===== src/rtl/bcd_to_clock.sv =====
// Digit-entry front end: collects six BCD digits (HH MM SS), range-checks each one,
// and delivers binary hours/minutes/seconds with a one-cycle load strobe.
module bcd_to_clock #(
  parameter int unsigned TIMEOUT_CYCLES = 0
) (
  input  logic       i_clk,
  input  logic       i_reset_n,
  input  logic [3:0] i_digit,
  input  logic       i_digit_valid,
  input  logic       i_abort,
  output logic       o_ready,
  output logic [2:0] o_digit_index,
  output logic [4:0] o_hours,
  output logic [5:0] o_minutes,
  output logic [5:0] o_seconds,
  output logic       o_load,
  output logic       o_error
);

  typedef enum logic {
    StCollect,
    StCommit
  } state_e;

  localparam logic [23:0] TmoLimit = 24'(TIMEOUT_CYCLES);
  localparam bit          TmoEn    = (TIMEOUT_CYCLES != 0);

  state_e      r_state;
  logic [2:0]  r_idx;
  logic [3:0]  r_msd;
  logic [4:0]  r_stage_hours;
  logic [5:0]  r_stage_minutes;
  logic [23:0] r_tmo_cnt;
  logic [4:0]  r_hours;
  logic [5:0]  r_minutes;
  logic [5:0]  r_seconds;
  logic        r_load;
  logic        r_error;

  logic [3:0]  w_max_digit;
  logic [5:0]  w_pair;
  logic        w_collect;
  logic        w_abort;
  logic        w_timeout;
  logic        w_try;
  logic        w_legal;
  logic        w_accept;
  logic        w_reject;

  // Largest digit allowed at the current position; 10..15 always exceed it.
  always_comb begin
    w_max_digit = 4'd9;
    case (r_idx)
      3'd0:       w_max_digit = 4'd2;
      3'd1:       w_max_digit = (r_msd == 4'd2) ? 4'd3 : 4'd9;
      3'd2, 3'd4: w_max_digit = 4'd5;
      default:    w_max_digit = 4'd9;
    endcase
  end

  // msd*10 + lsd; legal pairs never exceed 59, so 6 bits is enough.
  assign w_pair = ({2'b00, r_msd} << 3) + ({2'b00, r_msd} << 1) + {2'b00, i_digit};

  assign w_collect = (r_state == StCollect);
  assign w_abort   = w_collect && i_abort;
  assign w_timeout = TmoEn && w_collect && !i_abort && (r_idx != 3'd0)
                     && (r_tmo_cnt == TmoLimit);
  assign w_try     = w_collect && !i_abort && !w_timeout && i_digit_valid;
  assign w_legal   = (i_digit <= w_max_digit);
  assign w_accept  = w_try && w_legal;
  assign w_reject  = w_try && !w_legal;

  always_ff @(posedge i_clk) begin
    if (!i_reset_n) begin
      r_state         <= StCollect;
      r_idx           <= 3'd0;
      r_msd           <= 4'd0;
      r_stage_hours   <= 5'd0;
      r_stage_minutes <= 6'd0;
      r_tmo_cnt       <= 24'd0;
      r_hours         <= 5'd0;
      r_minutes       <= 6'd0;
      r_seconds       <= 6'd0;
      r_load          <= 1'b0;
      r_error         <= 1'b0;
    end else begin
      r_load  <= 1'b0;
      r_error <= w_reject || w_timeout;

      // Counts idle cycles only while a partial entry is pending.
      if (!TmoEn || !w_collect || (r_idx == 3'd0) || w_accept || w_abort || w_timeout) begin
        r_tmo_cnt <= 24'd0;
      end else begin
        r_tmo_cnt <= r_tmo_cnt + 24'd1;
      end

      if (r_state == StCommit) begin
        r_state <= StCollect;
        r_idx   <= 3'd0;
      end else if (w_abort || w_timeout) begin
        r_idx           <= 3'd0;
        r_msd           <= 4'd0;
        r_stage_hours   <= 5'd0;
        r_stage_minutes <= 6'd0;
      end else if (w_accept) begin
        case (r_idx)
          3'd0, 3'd2, 3'd4: begin
            r_msd <= i_digit;
            r_idx <= r_idx + 3'd1;
          end
          3'd1: begin
            r_stage_hours <= w_pair[4:0];
            r_idx         <= r_idx + 3'd1;
          end
          3'd3: begin
            r_stage_minutes <= w_pair;
            r_idx           <= r_idx + 3'd1;
          end
          3'd5: begin
            // Seconds go straight to the output; the index holds at 5 through COMMIT.
            r_hours   <= r_stage_hours;
            r_minutes <= r_stage_minutes;
            r_seconds <= w_pair;
            r_load    <= 1'b1;
            r_state   <= StCommit;
          end
          default: r_idx <= 3'd0;
        endcase
      end
    end
  end

  assign o_ready       = w_collect;
  assign o_digit_index = r_idx;
  assign o_hours       = r_hours;
  assign o_minutes     = r_minutes;
  assign o_seconds     = r_seconds;
  assign o_load        = r_load;
  assign o_error       = r_error;

endmodule


===== config.mk =====
export PLATFORM = sky130hd
export DESIGN_NAME = bcd_to_clock
export DESIGN_NICKNAME = d
export VERILOG_FILES = /design/src/rtl/bcd_to_clock.sv
export SDC_FILE = /design/constraint.sdc
export NUM_CORES = 1
export LEC_CHECK = 0
export CORE_ASPECT_RATIO = 0.7
export CORE_MARGIN = 1.5
export CORE_UTILIZATION = 45
export CTS_CLUSTER_DIAMETER = 50
export DETAILED_ROUTE_END_ITERATION = 8
export PLACE_DENSITY = 0.72
export SLEW_MARGIN = 20
export SYNTH_ARGS = -nofsm -noshare
export SYNTH_HDL_FRONTEND = slang
export SYNTH_SLANG_ARGS = --single-unit

===== constraint.sdc =====
create_clock -name i_clk -period 5.2 [get_ports i_clk]
set_input_delay 0.52 -clock i_clk [delete_from_list [all_inputs] [get_ports i_clk]]
set_output_delay 0.52 -clock i_clk [all_outputs]
set_load 0.05 [all_outputs]

==> impl_metrics.py <==
metrics = {
    "floorplanning": {
        "die_w_um": 81.42,
        "floorplan.initialDensity": 0.4821,
        "die-height_um": 57.89,
        "floorplan.die_area_um2": 4713,
        "row_count": 19,
        "fp.coreArea_um2": 4018,
        "io-pin-count": 31,
    },
    "yosys": {
        "cell_with_the_most_instances_after_synthesis": "nand2_1",
        "mappedNetlistArea_um2": 1937,
        "largest_area_contributor_in_the_netlist": "dfxtp_1",
        "netlist-cell-type-count": 40,
        "syn-num-nets": 233,
        "yosys_warnings": 0,
        "postSynthCellCount": 207,
        "synth_ff_type": "dfxtp_1",
        "post_synth.cell_area_avg_um2": 9.357,
        "ys_ff_latch": 37,
        "async_flop_share": 0,
        "synth_largest_type_area_fraction": 0.3824,
        "synth.yosys.seq_area_share": 0.3824,
        "synthTopCellsByCount": "nand2_1, dfxtp_1, mux2i_1",
        "number_of_flops_mapped_to_enable_cells_by_yosys": 0,
        "synth.top_cells.by_area": "dfxtp_1, mux2i_1, nand2_1, ha_1, fa_1",
    },
    "placed_design": {
        "place.detailed.hpwl_mm": 2.932,
        "routabilityCongestion": 0.9199,
        "post-place-ws_ps": 2205,
        "number_of_port_buffers": 30,
    },
    "finish": {
        "area.sequential_um2": 740.7,
        "drive_gt1_frac": 0.07563,
        "antenna_cells_inserted": 0,
        "post_route_utilization": 0.5942,
        "flow.area_growth_from_synthesis_pct": 23.26,
        "final_net_count": 263,
        "multi_input_area_um2": 1099,
        "fillCellCount": 383,
    },
    "worst_setup_path": {
        "startpoint_type": "flop",
        "arrival_ps": 3240,
        "worst_ep_required_time_ps": 5420,
        "crit_type": "reg2reg",
        "worst-path-max-fanout": 17,
        "worst_setup_path_end_kind": "flop",
    },
    "timing": {
        "rsz0062_at_grt": "false",
        "hold_viol": 0,
        "slew_headroom": 0.5877,
        "tns_ps": 0,
        "finalSetupViolations": 0,
        "holdWs_ps": 460.3,
        "final-max-slew-violation-count": 0,
        "setup_slack_ps": 2178,
        "tightestPinTransition_ps": 617.1,
        "worst_clock_skew_ps": 10.26,
        "max_freq_mhz": 330.9,
        "time_the_worst_path_needs_with_i_o_delays_and_setup_ps": 3022,
        "final_worst_path_cycle_share": 0.5811,
    },
    "power": {
        "p_leak_nw": 0.9565,
        "power.ir.vdd_worst_mv": 0.1736,
        "finalPower_mw": 0.6317,
        "power_density_nw_per_um2": 264.6,
    },
    "route": {
        "drt-total-wl_mm": 3.996,
        "detailedRoute.firstPassIterationCount": 4,
        "detail_route.wl_per_cell_um": 13.78,
        "vias_cell": 5.245,
        "vias": 1521,
        "drt_iter0_drc": 113,
        "drt.antenna.violating_nets": 0,
        "post-route-drc-count": 0,
    },
    "grt": {
        "global_route_wire_length_before_repair_mm": 6.624,
        "grt_start_max_net_pins": 37,
        "grt_pass1_vias": 1397,
        "gr-total-overflow": 0,
        "gr-usage-all-layers": 0.1866,
        "antenna_found_initial": 0,
    },
    "clocking": {
        "cts_made_buffers": 5,
        "cts.htree.levels": 2,
        "insertion_delay_ps": 300,
        "cts_hold_buffers": 0,
        "clockBufferDepth": 2,
        "ctsRootBufferMaster": "clkbuf_8",
        "post-cts-setup-buffers": 0,
        "cts.repair.resized": 0,
        "clock_tree_from_tritoncts": "done",
        "numClockSinks": 37,
        "clkSlewWorstSetupHoldPaths_ps": 70,
    },
    "worst_hold_path": {
        "holdCritPathClass": "reg2reg",
    },
    "outcome": {
        "outcome": "finished, final reports clean",
    },
    "flow_run": {
        "max_capacitance_violation_total": 0,
    },
}
## sequential cells by signal (all words and copies together) (netlist names)
| register | cells |
|---|---|
| r_stage_hours | 5 |
| o_load | 1 |
| o_digit_index | 3 |
| r_stage_minutes | 6 |
| o_minutes | 6 |
| o_seconds | 6 |
| r_msd | 4 |
| o_error | 1 |
| o_hours | 5 |
## worst max-delay path, stage by stage (launching register included)
cell and delay (ps):
dfxtp_1 360, inv_1 120, ha_1 280, nor2b_1 360, nor2b_1 180, a21oi_1 50, ha_1 320, a21oi_1 290
a31oi_2 220, nor2_4 520, mux2i_1 260
## worst paths after layout
path	endpoint	start	depth (start not counted)	slack, ps
setup / recovery	o_minutes[5]	o_digit_index[1]	10	2180
setup reg to reg	o_minutes[5]	o_digit_index[1]	10	2180
hold reg to reg	o_minutes[3]	o_minutes[3]	2	460
hold / removal	o_minutes[3]	o_minutes[3]	2	460
## logic make-up (layout without fill, tap and decap cells)
logic type,after synthesis,after routing,share of synthesized area
xor gates and xnor gates,3,3,0.01357
DFF,37,37,0.3824
and+or+nand+nor,81,81,0.1990
adders and majority gates,18,18,0.1240
muxes,28,28,0.1447
AOI/OAI and AO/OA,23,23,0.08591
buffers and inverters,17,48,0.05039
## layout make-up
| type | instances | area share |
|---|---|---|
| Clock buffer | 5 | 0.02883 |
| Clock inverter | 3 | 0.02883 |
| Inverter | 8 | 0.01258 |
| Multi-Input combinational cell | 153 | 0.4602 |
| Sequential cell | 37 | 0.3103 |
| Tap cell | 52 | 0.02725 |
| Timing Repair Buffer | 32 | 0.1321 |
## routing by layer
metal,track usage,vias to the layer above,wire length [µm]
li1,-,762,-
met1,0.2760,708,2102
met2,0.2621,42,1587
met3,0.04724,9,231
met4,0.06404,0,74
met5,0,-,0
## power by group
group | switching, mW | leakage, nW | internal, mW
Combinational | 0.0282 | 0.590 | 0.0183
Sequential | 0.00111 | 0.298 | 0.284
Clock | 0.107 | 0.0687 | 0.193
## placed cells by master (no fill, tap or decap), types with 3 or more instances in the layout
master,instances
clkdlybuf4s50_1,30
ha_1,16
clkbuf_8,5
o211ai_1,3
a21oi_1,5
nand3_1,4
dfxtp_1,37
nor2b_1,4
inv_1,8
mux2i_1,28
nand2_1,58
## stage by stage
| step | instances | cell area (µm²) |
|---|---|---|
| 2_1_floorplan | 207 | 1937 |
| 3_3_place_gp | 282 | 2250 |
| 3_5_place_dp | 282 | 2250 |
| 4_1_cts | 290 | 2387 |
| 5_1_grt | 290 | 2387 |
| 6_report | 290 | 2387 |
Note: power is estimated with default switching activity, not from simulation.
